$ cat src/rtl/commit_trace_buffer.sv
// commit_trace_buffer: FWFT FIFO of retired-instruction records with retire sequence numbering and drop accounting.
module commit_trace_buffer #(
  parameter int XLEN  = 32,
  parameter int DEPTH = 8
) (
  input  logic                       clk_i,
  input  logic                       rst_i,
  input  logic                       update_i,
  input  logic [XLEN-1:0]            pc_i,
  input  logic [XLEN-1:0]            instr_i,
  input  logic [4:0]                 reg_addr_i,
  input  logic [XLEN-1:0]            reg_data_i,
  output logic                       trace_valid_o,
  input  logic                       trace_ready_i,
  output logic [XLEN-1:0]            trace_pc_o,
  output logic [XLEN-1:0]            trace_instr_o,
  output logic [4:0]                 trace_rd_o,
  output logic [XLEN-1:0]            trace_wdata_o,
  output logic [31:0]                trace_seq_o,
  output logic [$clog2(DEPTH):0]     count_o,
  output logic                       overflow_o,
  output logic [15:0]                drop_cnt_o
);
  localparam int AW = $clog2(DEPTH);
  localparam int CW = AW + 1;
  logic [XLEN-1:0] pc_mem [DEPTH];
  logic [XLEN-1:0] instr_mem [DEPTH];
  logic [4:0]      rd_mem [DEPTH];
  logic [XLEN-1:0] wdata_mem [DEPTH];
  logic [31:0]     seq_mem [DEPTH];
  logic [AW-1:0]   head_q, head_d, tail_q, tail_d;
  logic [CW-1:0]   count_q, count_d;
  logic [31:0]     seq_q, seq_d;
  logic            overflow_q, overflow_d;
  logic [15:0]     drop_q, drop_d;
  logic            pop, push, drop;
  always_comb begin
    pop        = (count_q != '0) && trace_ready_i;
    push       = update_i && ((count_q != CW'(DEPTH)) || pop);
    drop       = update_i && !push;
    head_d     = pop ? head_q + AW'(1) : head_q;
    tail_d     = push ? tail_q + AW'(1) : tail_q;
    count_d    = count_q + CW'(push) - CW'(pop);
    seq_d      = update_i ? seq_q + 32'd1 : seq_q;
    overflow_d = overflow_q || drop;
    drop_d     = (drop && drop_q != 16'hFFFF) ? drop_q + 16'd1 : drop_q;
  end
  always_ff @(posedge clk_i) begin
    if (rst_i) begin
      head_q     <= '0;
      tail_q     <= '0;
      count_q    <= '0;
      seq_q      <= '0;
      overflow_q <= 1'b0;
      drop_q     <= '0;
    end else begin
      head_q     <= head_d;
      tail_q     <= tail_d;
      count_q    <= count_d;
      seq_q      <= seq_d;
      overflow_q <= overflow_d;
      drop_q     <= drop_d;
    end
  end
  // Storage needs no reset: it is only observed while count is non-zero.
  always_ff @(posedge clk_i) begin
    if (push && !rst_i) begin
      pc_mem[tail_q]    <= pc_i;
      instr_mem[tail_q] <= instr_i;
      rd_mem[tail_q]    <= reg_addr_i;
      wdata_mem[tail_q] <= (reg_addr_i == 5'd0) ? '0 : reg_data_i;
      seq_mem[tail_q]   <= seq_q;
    end
  end
  assign trace_valid_o = (count_q != '0);
  assign trace_pc_o    = pc_mem[head_q];
  assign trace_instr_o = instr_mem[head_q];
  assign trace_rd_o    = rd_mem[head_q];
  assign trace_wdata_o = wdata_mem[head_q];
  assign trace_seq_o   = seq_mem[head_q];
  assign count_o       = count_q;
  assign overflow_o    = overflow_q;
  assign drop_cnt_o    = drop_q;
endmodule

$ cat config.mk
export PLATFORM = sky130hd
export DESIGN_NAME = commit_trace_buffer
export DESIGN_NICKNAME = d
export VERILOG_FILES = /design/src/rtl/commit_trace_buffer.sv
export SDC_FILE = /design/constraint.sdc
export NUM_CORES = 1
export LEC_CHECK = 0
export CAP_MARGIN = 25
export CORE_UTILIZATION = 41
export CTS_CLUSTER_DIAMETER = 200
export CTS_CLUSTER_SIZE = 24
export DETAILED_ROUTE_END_ITERATION = 16
export GPL_TIMING_DRIVEN = 0
export PLACE_DENSITY = 0.67
export SLEW_MARGIN = 20
export SYNTH_ARGS = -nofsm -noshare
export SYNTH_HDL_FRONTEND = slang
export SYNTH_SLANG_ARGS = --single-unit
$ cat constraint.sdc
create_clock -name clk_i -period 17.95 [get_ports clk_i]
set_input_delay 4.4875 -clock clk_i [delete_from_list [all_inputs] [get_ports clk_i]]
set_output_delay 4.4875 -clock clk_i [all_outputs]
set_load 0.02 [all_outputs]
==> flow_summary.toml <==
[grt]
grt-busiest-layer = "met2"
gr-usage-all-layers_pct = 18.2
use_met3_pct = 2.95
grt_pass1_wl_mm = 143
grt_pass1_vias = 21600
gr-total-overflow = 0
grt_max_degree = 26
gr-usage-met2_pct = 31.0
met1_usage_pct = 24.8
antenna_found_initial = 8

[critical_path]
worst-path-stages = 5
cp.arrival_ps = 4190
timing.rr.end = "pc_mem[3][10]"
worstPathCellList = "clkbuf_1, clkbuf_1, clkbuf_1, mux2_2, clkdlybuf4s50_1"
max_stage_delay_ps = 790
cpLargestDelayFamily = "buffers and inverters"
worstPathMaxFanout = 10
crit_top_cell = "clkbuf_1"
critPathBufInv = 4
slowest_stage = "clkbuf_1"
cp-end-kind = "output pin"
cp-start-kind = "flip-flop"
r2r_cells = 11
worstSetupPathType = "reg -> out"
cp.required_ps = 13460
rr_startpoint = "count_o[2]"
rrSetupSlack_ps = 14410

[cts]
cts.path.max_buffers = 3
clkTransAtPathRegs_ps = 100
cts_sinks = 1126
clk_latency_ps = 640
htreeDepth = 2
cts_tree = "yes"
cts-root-buf = "clkbuf_16"
post_cts_resize_count = 0
cts_hold_buf = 0
cts_made_buffers = 52
post_cts_buffers = 0

[cells_and_area]
drive_gt1_share_pct = 26.6
final_cells = 3795
area_growth_pct = 17.2
final_util_pct = 48.6
postLayoutCellArea_mm2 = 0.0505
final_common_cell = "edfxtp_1"
nets = 2506
final_cell_mix = "edfxtp_1 (1064), mux4_2 (266), clkdlybuf4s50_1 (259)"

[sta]
skew_ps = 22.8
setup_viol = 0
min_period_ps = 8680
hold_viol = 0
setup_ws_ps = 9270
rsz0062_at_grt = "no"
whs_ps = 477
setup_tns_ps = 0
slew_headroom_pct = 31.5
max_freq_mhz = 115
drv_slew = 0
worst_pin_slew_ps = 1030
fin_crit_sh_pct = 48.4

[placement]
post-place-ws_ps = 9820
hpwl_mm = 66.3
portBuffers = 259
placed_area_mm2 = 0.0491
gp_congestion = 0.772
dp.cells = 3716

[power]
ir_drop_mv = 0.0684
intPower_mw = 4.35
seq_power_share_pct = 49.8
clockPowerShare_pct = 21.9
p_total_mw = 5.97
power.share.combinational_pct = 28.3
swShare_pct = 27.1
p_sw_mw = 1.62
leakage_nw = 15.6
power.density_mw_per_mm2 = 118

[die]
core_mm2 = 0.104
die_width_um = 326
die_height_um = 326
initial_core_util_pct = 41.5
die_area_mm2 = 0.106
row_count = 118
io_pins = 260

[synthesis]
syn-num-nets = 2058
ys_seq_elements = 1126
syn_area_per_cell_um2 = 22.2
yosys_warnings = 0
seq_area_frac_synth_pct = 77.0
ys_types = 43
synthCells = 1943
syn_area_mm2 = 0.0431

[routing]
via_per_inst = 5.46
antenna_left = 0
wl_mm = 97.2
firstDrtPassIters = 5
via_count = 20700
drcViolationCount = 0
drt_iter0_drc = 1916
avgRoutedWirePerCell_um = 25.6

[hold_path]
hold_end = "overflow_o"
hold_depth = 2
hold_path.class = "reg -> reg"
min_from = "overflow_o"

[flow_run]
cap_violations = 0

[status]
status = "finished, final reports clean"
-- flip-flops by register name, summed over array words and instances, names as in the netlist, named ones only --
register / count
tail_q: 3
pc_mem: 256
seq_q: 32
wdata_mem: 256
count_o: 4
instr_mem: 256
drop_cnt_o: 16
seq_mem: 256
overflow_o: 1
rd_mem: 40
head_q: 3
-- cells by family after synthesis --
family	Yosys count	synth area share [%]
XOR/XNOR	15	0.305
AO/OA/AOI/OAI	59	0.804
buffers and inverters	111	1.09
adder cells (fa/ha/maj)	10	0.308
AND/OR/NAND/NOR	210	2.81
flip-flops	1126	77.0
multiplexers	412	17.7
-- final cells by class --
class	count	area (um^2)
antenna	3	7.51
buffer	97	419
clock buffer	75	1420
fill	8364	53400
inverter	14	52.6
multi-input combinational	706	9520
sequential	1126	33200
tap	1380	1730
timing repair buffer	394	4180
-- how the worst max path moves through the flow --
stage                          from              end
after floorplan            update_i  instr_mem[3][0]
after global placement     update_i    pc_mem[3][12]
after detailed placement   update_i    pc_mem[0][12]
after CTS                 flip-flop    trace_rd_o[2]
after global routing      flip-flop    trace_rd_o[2]
final                     flip-flop    trace_rd_o[2]
-- power groups by stage --
stage	combinational, mW	sequential, mW	clock (mW)
5_1_grt	1.80	2.98	1.42
6_report	1.69	2.97	1.30
3_3_place_gp	1.67	3.08	0
4_1_cts	1.73	2.97	1.34
3_5_place_dp	1.72	3.03	0
2_1_floorplan	1.05	3.06	0
-- tightest hold or removal path, cell delays in order (launching register included) --
cell and delay, ps:
dfxtp_1 320, inv_1 50, a21oi_1 60
-- synth_stat cells (all sizes together) --
| library cell | count | share of area (%) |
|---|---|---|
| clkbuf | 60 | 0.52 |
| a21o | 1 | 0.017 |
| nor2b | 46 | 0.67 |
| nand3b | 1 | 0.017 |
| nor4b | 1 | 0.035 |
| dfxtp | 62 | 2.9 |
| mux4 | 266 | 14 |
| ha | 9 | 0.26 |
| nand4 | 11 | 0.19 |
| or3b | 2 | 0.041 |
| and3 | 5 | 0.073 |
| xor2 | 7 | 0.14 |
| inv | 14 | 0.12 |
| or4 | 17 | 0.30 |
| a21oi | 29 | 0.34 |
| nand2b | 1 | 0.015 |
| or2 | 4 | 0.058 |
| nor2 | 35 | 0.30 |
| and2 | 1 | 0.015 |
| nor3b | 1 | 0.017 |
| o21ai | 10 | 0.12 |
| o31ai | 18 | 0.31 |
| or3 | 10 | 0.15 |
| mux2i | 1 | 0.023 |
| edfxtp | 1064 | 74 |
| buf | 37 | 0.44 |
| nor4 | 15 | 0.25 |
| xnor2 | 8 | 0.16 |
| nor3 | 7 | 0.081 |
| o31a | 1 | 0.020 |
| nand3 | 21 | 0.24 |
| nand2 | 25 | 0.22 |
| fa | 1 | 0.046 |
| mux2 | 145 | 3.8 |
| and4 | 7 | 0.14 |
-- layer usage --
layer | vias to the layer above | wire, um
met5 | - | 57
met4 | 10 | 1770
met3 | 99 | 5150
met2 | 574 | 49300
met1 | 11100 | 40900
li1 | 8946 | -
(Power assumes the default switching activity.)
